--- config.mk ---
export PLATFORM = sky130hd
export DESIGN_NAME = snoop_bus_arbiter
export DESIGN_NICKNAME = d
export VERILOG_FILES = /design/src/rtl/snoop_bus_arbiter.sv
export SDC_FILE = /design/constraint.sdc
export NUM_CORES = 1
export LEC_CHECK = 0
export CORE_MARGIN = 4
export CORE_UTILIZATION = 48
export CTS_CLUSTER_DIAMETER = 40
export DETAILED_ROUTE_END_ITERATION = 6
export GPL_TIMING_DRIVEN = 0
export PLACE_DENSITY = 0.8
export REMOVE_ABC_BUFFERS = 1
export SLEW_MARGIN = 20
export SYNTH_ARGS = -nofsm -noshare
export SYNTH_HDL_FRONTEND = slang
export SYNTH_SLANG_ARGS = --single-unit
--- constraint.sdc ---
create_clock -name clock -period 3.6 [get_ports clock]
set_input_delay 0.72 -clock clock [delete_from_list [all_inputs] [get_ports clock]]
set_output_delay 0.72 -clock clock [all_outputs]
set_load 0.005 [all_outputs]
--- src/rtl/snoop_bus_arbiter.sv ---
`default_nettype none
// ============================================================================
//  Module      : snoop_bus_arbiter
//  Description : Sequencer and round-robin arbiter for the shared snooping bus
//                between cache1 (proc1), cache2 (proc2) and main memory. Grants
//                the bus to one cache at a time, broadcasts the requester's
//                9-bit word, then collects the response: a ReadHit from the
//                other cache or data from memory. A bounded wait aborts
//                with a timeout pulse.
//  Ports       : clock, reset (sync, active-high)
//                req_p1/req_p2       level bus requests
//                cache1_bus/cache2_bus/mem_data  9-bit words {msg,tag,value}
//                mem_valid           mem_data valid this cycle
//                gnt_p1/gnt_p2       bus grants (registered)
//                bus_out             word driven on shared bus (registered)
//                done/timeout        1-cycle completion / abort pulses
//                busy                sequencer not idle
//  Revision    : 1.0 - initial release
// ============================================================================
module snoop_bus_arbiter #(
    parameter int TIMEOUT = 8
) (
    input  logic       clock,
    input  logic       reset,
    input  logic       req_p1,
    input  logic       req_p2,
    input  logic [8:0] cache1_bus,
    input  logic [8:0] cache2_bus,
    input  logic [8:0] mem_data,
    input  logic       mem_valid,
    output logic       gnt_p1,
    output logic       gnt_p2,
    output logic [8:0] bus_out,
    output logic       done,
    output logic       busy,
    output logic       timeout
);

    localparam logic [1:0] C_READ_MISS  = 2'b01;
    localparam logic [1:0] C_READ_HIT   = 2'b10;
    localparam logic [1:0] C_WRITE_BACK = 2'b11;
    localparam logic       C_P1         = 1'b0;
    localparam logic       C_P2         = 1'b1;
    localparam logic [7:0] C_WAIT_LAST  = 8'(TIMEOUT - 1);

    typedef enum logic [2:0] {
        S_IDLE  = 3'd0,
        S_GRANT = 3'd1,
        S_ADDR  = 3'd2,
        S_WAIT  = 3'd3,
        S_DONE  = 3'd4
    } state_t;

    state_t     r_state, w_state_nxt;
    logic       r_sel, w_sel_nxt;          // granted requester
    logic       r_last, w_last_nxt;        // last completed requester
    // Only msg and tag of the latched command are consulted later; the
    // value nibble reaches the bus directly when entering ADDR.
    logic [1:0] r_cmd_msg, w_cmd_msg_nxt;
    logic [2:0] r_cmd_tag, w_cmd_tag_nxt;
    logic [7:0] r_cnt, w_cnt_nxt;

    logic       r_gnt_p1, r_gnt_p2, r_done, r_busy, r_timeout;
    logic [8:0] r_bus_out;
    logic       w_done_nxt, w_timeout_nxt;
    logic [8:0] w_bus_nxt;

    logic [8:0] w_sel_word;
    logic [8:0] w_other_word;
    logic       w_cache_hit;
    logic       w_mem_hit;

    // Memory response msg bits carry no information for the sequencer.
    logic       w_unused;
    assign w_unused = &{1'b0, mem_data[8:7]};

    assign w_sel_word   = (r_sel == C_P2) ? cache2_bus : cache1_bus;
    assign w_other_word = (r_sel == C_P2) ? cache1_bus : cache2_bus;
    assign w_cache_hit  = (w_other_word[8:7] == C_READ_HIT) &&
                          (w_other_word[6:4] == r_cmd_tag);
    assign w_mem_hit    = mem_valid && (mem_data[6:4] == r_cmd_tag);

    always_comb begin
        w_state_nxt   = r_state;
        w_sel_nxt     = r_sel;
        w_last_nxt    = r_last;
        w_cmd_msg_nxt = r_cmd_msg;
        w_cmd_tag_nxt = r_cmd_tag;
        w_cnt_nxt     = r_cnt;
        w_bus_nxt     = '0;
        w_done_nxt    = 1'b0;
        w_timeout_nxt = 1'b0;

        case (r_state)
            S_IDLE: begin
                if (req_p1 && req_p2) begin
                    w_sel_nxt   = (r_last == C_P1) ? C_P2 : C_P1;
                    w_state_nxt = S_GRANT;
                end else if (req_p1) begin
                    w_sel_nxt   = C_P1;
                    w_state_nxt = S_GRANT;
                end else if (req_p2) begin
                    w_sel_nxt   = C_P2;
                    w_state_nxt = S_GRANT;
                end
            end
            S_GRANT: begin
                w_cmd_msg_nxt = w_sel_word[8:7];
                w_cmd_tag_nxt = w_sel_word[6:4];
                w_bus_nxt     = w_sel_word;   // visible for the ADDR cycle
                w_state_nxt   = S_ADDR;
            end
            S_ADDR: begin
                if (r_cmd_msg == C_READ_MISS) begin
                    w_cnt_nxt   = '0;
                    w_state_nxt = S_WAIT;
                end else begin
                    // WriteBack completes here; 00 and ReadHit are NOPs.
                    w_done_nxt  = 1'b1;
                    w_state_nxt = S_DONE;
                end
            end
            S_WAIT: begin
                if (w_cache_hit) begin
                    w_bus_nxt   = w_other_word;
                    w_done_nxt  = 1'b1;
                    w_state_nxt = S_DONE;
                end else if (w_mem_hit) begin
                    w_bus_nxt   = {C_READ_HIT, mem_data[6:0]};
                    w_done_nxt  = 1'b1;
                    w_state_nxt = S_DONE;
                end else if (r_cnt == C_WAIT_LAST) begin
                    w_done_nxt    = 1'b1;
                    w_timeout_nxt = 1'b1;
                    w_state_nxt   = S_DONE;
                end else begin
                    w_cnt_nxt = r_cnt + 8'd1;
                end
            end
            S_DONE: begin
                w_last_nxt  = r_sel;
                w_state_nxt = S_IDLE;
            end
            default: begin
                w_state_nxt = S_IDLE;
            end
        endcase
    end

    always_ff @(posedge clock) begin
        if (reset) begin
            r_state   <= S_IDLE;
            r_sel     <= C_P1;
            r_last    <= C_P2;   // proc1 wins the first tie
            r_cmd_msg <= '0;
            r_cmd_tag <= '0;
            r_cnt     <= '0;
            r_gnt_p1  <= 1'b0;
            r_gnt_p2  <= 1'b0;
            r_bus_out <= '0;
            r_done    <= 1'b0;
            r_busy    <= 1'b0;
            r_timeout <= 1'b0;
        end else begin
            r_state   <= w_state_nxt;
            r_sel     <= w_sel_nxt;
            r_last    <= w_last_nxt;
            r_cmd_msg <= w_cmd_msg_nxt;
            r_cmd_tag <= w_cmd_tag_nxt;
            r_cnt     <= w_cnt_nxt;
            // Outputs are registered from the next state so they line up
            // with the state they describe.
            r_gnt_p1  <= (w_state_nxt != S_IDLE) && (w_sel_nxt == C_P1);
            r_gnt_p2  <= (w_state_nxt != S_IDLE) && (w_sel_nxt == C_P2);
            r_busy    <= (w_state_nxt != S_IDLE);
            r_bus_out <= w_bus_nxt;
            r_done    <= w_done_nxt;
            r_timeout <= w_timeout_nxt;
        end
    end

    assign gnt_p1  = r_gnt_p1;
    assign gnt_p2  = r_gnt_p2;
    assign bus_out = r_bus_out;
    assign done    = r_done;
    assign busy    = r_busy;
    assign timeout = r_timeout;

endmodule
`default_nettype wire

==> flow_summary.json, run 1 <==
{
  "status": "complete, no violations",
  "p_seq_frac": 0.456,
  "power_switching_share": 0.287,
  "drv_slew": 0,
  "cts_setup_buffers": 0,
  "max_freq_ghz": 0.346,
  "path_buf_inv": 0,
  "postRouteAntennaNets": 0,
  "routed_wl_um": 3920,
  "slew_headroom": 0.301,
  "cap_violations": 0,
  "num_vias": 1512,
  "end_kind": "flop",
  "final_net_count": 257,
  "met2WireLength_um": 1820,
  "slowest_stage": "dfxtp_1",
  "diodes": 0,
  "grt_antenna_before_repair": 0,
  "ctsResizeCount": 0,
  "power.density_nw_per_um2": 427,
  "pin_count": 46,
  "die-area_um2": 4460,
  "drt-met1-wl_um": 1840,
  "utilization": 0.656,
  "synthTopCellsByArea": "dfxtp_1 (39%), mux2i_1 (9.0%), mux2_2 (4.7%)",
  "pwr-share-comb": 0.262,
  "power_uw": 935,
  "wl_per_cell_um": 14.5,
  "cts-root-buf": "clkbuf_4",
  "pwr-share-clk": 0.282,
  "min_to": "r_cmd_msg[1]",
  "ff_latch_area_um2": 641,
  "crit_family": "flip-flops",
  "die_x_um": 66.8,
  "start_kind": "flop",
  "initial_core_util": 0.498,
  "vdd.ir_drop.worst_mv": 0.304,
  "async_flop_share": 0,
  "synth_cells": 184,
  "synth_flop_cell": "dfxtp_1",
  "hold_viol_final": 0,
  "cts_buffers": 5,
  "r2r-start": "r_sel",
  "min_period_ps": 2890,
  "synth.largest_area_cell": "dfxtp_1",
  "synth_seq_cells": 32,
  "fp-row-count": 21,
  "crit_type": "reg2reg",
  "grt_pass1_vias": 1461,
  "port_buffers": 43,
  "top_layer": "met4",
  "grt_max_degree": 21,
  "max_stage_delay_ps": 1020,
  "cp_max_fo": 20,
  "yosys_warnings": 0,
  "drc": 0,
  "cts.sinks": 32,
  "grt_pass1_wl_um": 6420,
  "hold_buffers": 0,
  "p_leak_nw": 0.732,
  "cts_tree": "done",
  "whs_ps": 483,
  "overflow": 0,
  "hold_depth": 2,
  "drive_gt1_frac": 0.0844,
  "yosysUniqueCellTypes": 40,
  "fillCellCount": 311,
  "crit_cells": 5,
  "dr.pass1.iters": 4,
  "required_ps": 3860,
  "cts_buffer_depth": 2,
  "hold_path.class": "reg2reg",
  "core_area_um2": 3340,
  "fin_skew_ps": 7.15,
  "r2r_slack_ps": 710,
  "avgSynthCellArea_um2": 9.02,
  "multiInputGateArea_um2": 968,
  "crit_path_cell_trace": "mux2i_1 -> xnor2_1 -> or4_1 -> mux2_1 -> o22ai_1",
  "gp_congestion": 0.850,
  "dp_hpwl_um": 2960,
  "post-place-ws_ps": 554,
  "syn_area_um2": 1660,
  "setup_slack_ps": 712,
  "track_usage": 0.188,
  "synth_top_area_frac": 0.386,
  "p_switching_uw": 268,
  "r2r-end": "bus_out[5]",
  "syn_to_final_growth_pct": 31.9,
  "route.met3.wl_um": 163,
  "path_clk_slew_ps": 100,
  "clkLatencyLatePin_ps": 330,
  "ff2ff_path_depth": 5,
  "synth-edff-count": 0,
  "die_y_um": 66.8,
  "drtIter0Drc": 92,
  "via_per_inst": 5.58,
  "worst_pin_slew_ps": 1050,
  "crit_start": "r_sel",
  "post-route-period-util": 0.802,
  "synth_seq_area_share": 0.386,
  "setup-violations-final": 0,
  "hold_path.startpoint": "r_cmd_msg[1]",
  "p_int_uw": 667,
  "h-tree-depth": 2,
  "rsz0062_at_grt": "false",
  "arrival_ps": 3150
}
logic make-up after synthesis:
logic type / after synthesis / share of synthesized area
fa+ha+maj: 1 / 0.00753
mux: 25 / 0.158
buf+inv: 14 / 0.0377
xor+xnor: 6 / 0.0317
compound gates: 38 / 0.149
flops: 32 / 0.386
simple gates: 68 / 0.230
flip-flops by register name (all words and copies together), names as in the netlist:
| signal | flops |
|---|---|
| bus_out | 9 |
| busy | 1 |
| done | 1 |
| gnt_p1 | 1 |
| gnt_p2 | 1 |
| r_cmd_msg | 2 |
| r_cmd_tag | 3 |
| r_cnt | 8 |
| r_last | 1 |
| r_sel | 1 |
| r_state | 3 |
| timeout | 1 |
through the flow:
stage | TNS (ps) | cells | cell area [um^2]
after floorplan | 0 | 173 | 1610
after global placement | -40.6 | 262 | 2100
after detailed placement | 0 | 263 | 2110
after CTS | 0 | 271 | 2180
after global routing | 0 | 271 | 2190
final | 0 | 271 | 2190
power by group through the flow:
stage	Sequential (mW)	Clock, mW	Combinational [mW]
floorplan	0.428	0	0.139
global placement	0.432	0	0.236
detailed placement	0.434	0	0.243
CTS	0.425	0.266	0.245
global route	0.431	0.280	0.269
finish	0.426	0.264	0.245
area by class of cell:
class,count,area share
Clock buffer,6,0.0189
Clock inverter,2,0.0160
Inverter,3,0.00514
Multi-Input combinational cell,138,0.442
Sequential cell,32,0.293
Tap cell,46,0.0263
Timing Repair Buffer,44,0.199
worst min-delay path, delay by kind of cell (launching register included):
kind | cells | cell delay (ps)
AND/OR/NAND/NOR | 1 | 60
AO/OA/AOI/OAI | 1 | 60
flip-flops | 1 | 320
per-layer routing:
layer	vias to the layer above	GRT usage
li1	764	-
met1	706	0.231
met2	31	0.311
met3	11	0.0438
met4	0	0.0812
met5	-	0
cells in the mapped netlist (2+ instances only):
master	n
mux2i_1	15
or4_1	7
nor3_1	4
nand2_1	20
o31ai_1	6
xnor2_1	6
nor2b_1	2
a211oi_1	3
nor2_1	7
buf_1	2
dfxtp_1	32
o21ai_0	2
or3_1	2
buf_2	2
and3_1	3
mux2_2	7
nand2b_1	7
a21oi_1	11
a211o_1	3
inv_1	3
o22ai_1	8
nand3b_1	2
mux2_1	3
nor3b_1	4
clkbuf_1	6
nand4_1	3
worst max-delay path by stage:
stage	slack, ps	to
floorplan	830	r_cnt[5]
global placement	-40	r_cnt[5]
detailed placement	550	gnt_p2
CTS	690	bus_out[5]
global route	550	bus_out[5]
finish	710	bus_out[5]
placed cells by master (no fill, tap or decap), types with 2 or more instances in the layout:
cell,n
or3_1,2
mux2_2,7
clkbuf_4,5
nor2_1,7
inv_1,3
a211oi_1,3
o22ai_1,8
a21oi_1,11
xnor2_1,6
nand2b_1,7
mux2_1,3
clkdlybuf4s50_1,43
nand4_1,3
nor2b_1,2
nor3b_1,3
a211o_1,3
nor3_1,4
o21ai_0,2
dfxtp_1,32
or4_1,7
nand2_1,20
mux2i_1,15
nand3b_1,2
and3_1,3
o31ai_1,6
(Power assumes the default switching activity.)
==> run 2, diff against run 1 <==
Settings changed: CORE_UTILIZATION 48 to 47, PLACE_DENSITY 0.8 to 0.79.
Clock period 3.6 ns to 2.86 ns, I/O delays scaled along.
==> run 2 against run 1 <==
Effect of this change:
- clock skew is 4.3 ps higher
- power is 20% higher
- core utilization is 0.92 points lower
- count of clock-buffer cells in the layout stayed put
- sequential share of layout area is 0.24 points higher
- first-iteration DRC count is 55% lower
- flip-flop and latch count stayed put
- via count is 1.7% higher
- fmax is 13% higher
- critical path type unchanged
- critical endpoint is now r_cnt[5]
- largest cell class unchanged
==> flow_summary.json, run 2 (same netlist as run 1, synthesis figures left out) <==
{
  "status": "complete, no violations",
  "drv_slew": 0,
  "track_usage": 0.196,
  "layout_common_cells": "clkdlybuf4s50_1 (43), dfxtp_1 (31), nand2_1 (20)",
  "cts_setup_buffers": 0,
  "hold_viol_final": 0,
  "grt_max_degree": 21,
  "die_y_um": 67.4,
  "cts_tree": "done",
  "power.density_nw_per_um2": 515,
  "drt-met1-wl_um": 1760,
  "power_mw": 1.12,
  "fin_skew_ps": 11.4,
  "min_period_ps": 2570,
  "cts_buffer_depth": 2,
  "final_common_cell": "clkdlybuf4s50_1",
  "fp-row-count": 21,
  "port_buffers": 43,
  "required_ps": 3080,
  "syn_to_final_growth_pct": 31.0,
  "cts-root-buf": "clkbuf_4",
  "drive_gt1_frac": 0.0933,
  "rsz0062_at_grt": "false",
  "p_leak_nw": 0.729,
  "cap_violations": 0,
  "clkLatencyLatePin_ps": 330,
  "routed_wl_um": 4140,
  "ctsResizeCount": 0,
  "setup-violations-final": 0,
  "drc": 0,
  "diodes": 0,
  "crit_type": "reg2reg",
  "arrival_ps": 2790,
  "initial_core_util": 0.494,
  "hold_depth": 2,
  "post-place-ws_ps": -0.865,
  "cts.sinks": 32,
  "drtIter0Drc": 41,
  "max_freq_ghz": 0.390,
  "dp_hpwl_um": 3120,
  "h-tree-depth": 2,
  "top_layer": "met4",
  "vdd.ir_drop.worst_mv": 0.372,
  "slew_headroom": 0.410,
  "grt_pass1_wl_um": 6840,
  "postPlaceCellArea_um2": 2110,
  "fillCellCount": 308,
  "overflow": 0,
  "hold_buffers": 0,
  "setup_slack_ps": 293,
  "pin_count": 46,
  "ff_latch_area_um2": 642,
  "postRouteAntennaNets": 0,
  "fin_area_um2": 2180,
  "r2r-end": "r_cnt[5]",
  "post-route-period-util": 0.897,
  "final_net_count": 257,
  "r2r-start": "r_cnt[3]",
  "gp_congestion": 0.745,
  "start_kind": "flop",
  "worst_pin_slew_ps": 880,
  "r2r_slack_ps": 290,
  "multiInputGateArea_um2": 968,
  "die_x_um": 67.4,
  "die-area_um2": 4550,
  "num_vias": 1538,
  "met2WireLength_um": 2150,
  "grt_antenna_before_repair": 0,
  "via_per_inst": 5.68,
  "cp_max_fo": 12,
  "hold_path.class": "reg2reg",
  "ff2ff_path_depth": 5,
  "crit_start": "r_cnt[3]",
  "dr.pass1.iters": 4,
  "wl_per_cell_um": 15.3,
  "route.met3.wl_um": 179,
  "largest_reg_flops": 9,
  "core_area_um2": 3360,
  "whs_ps": 482,
  "cts_buffers": 5,
  "grt_pass1_vias": 1588,
  "end_kind": "flop",
  "path_clk_slew_ps": 100,
  "crit_end": "r_cnt[5]",
  "finalSetupTns_ps": 0
}
## run 2: cell types whose count changed in the layout (fill, tap and decap cells not counted), sizes merged
| cell | change |
|---|---|
| bufinv | -1 |
| clkinv | +1 |
## run 2: final cells by class
cell class	count	share of cell area
Clock buffer	6	0.0236
Clock inverter	2	0.00460
Inverter	3	0.00518
Timing Repair Buffer	44	0.200
Tap cell	46	0.0265
Multi-Input combinational cell	138	0.445
Sequential cell	32	0.295
## run 2: worst min path at each step
stage                            start      endpoint  slack [ps]
after global placement    r_cmd_msg[0]  r_cmd_msg[0]         450
after CTS                 r_cmd_msg[0]  r_cmd_msg[0]         480
after floorplan           r_cmd_msg[0]  r_cmd_msg[0]         440
final                     r_cmd_msg[0]  r_cmd_msg[0]         480
after global routing      r_cmd_msg[0]  r_cmd_msg[0]         510
after detailed placement  r_cmd_msg[0]  r_cmd_msg[0]         470
## run 2: report_power, final
group / internal, mW / switching (mW) / leakage [nW]
clock network: 0.117 / 0.155 / 0.0380
logic: 0.165 / 0.147 / 0.430
registers: 0.490 / 0.0465 / 0.261
total: 0.772 / 0.348 / 0.729
## run 2: metal layers
| layer | up-vias | GRT usage |
|---|---|---|
| met1 | 733 | 0.227 |
| met5 | - | 0 |
| met2 | 41 | 0.342 |
| met4 | 0 | 0.0709 |
| li1 | 758 | - |
| met3 | 6 | 0.0532 |
## run 2: metrics by stage
stage | util | instances
2_1_floorplan | - | 173
3_3_place_gp | 0.624 | 262
3_5_place_dp | 0.627 | 263
4_1_cts | 0.645 | 271
5_1_grt | 0.647 | 271
6_report | 0.647 | 271
## run 2: worst max-delay path, cell delays in order, from the launching register on
cell and delay [ps]:
dfxtp_1 370, or4_1 500, or3_1 390, a31oi_1 750, nor3_1 150, mux2_2 300
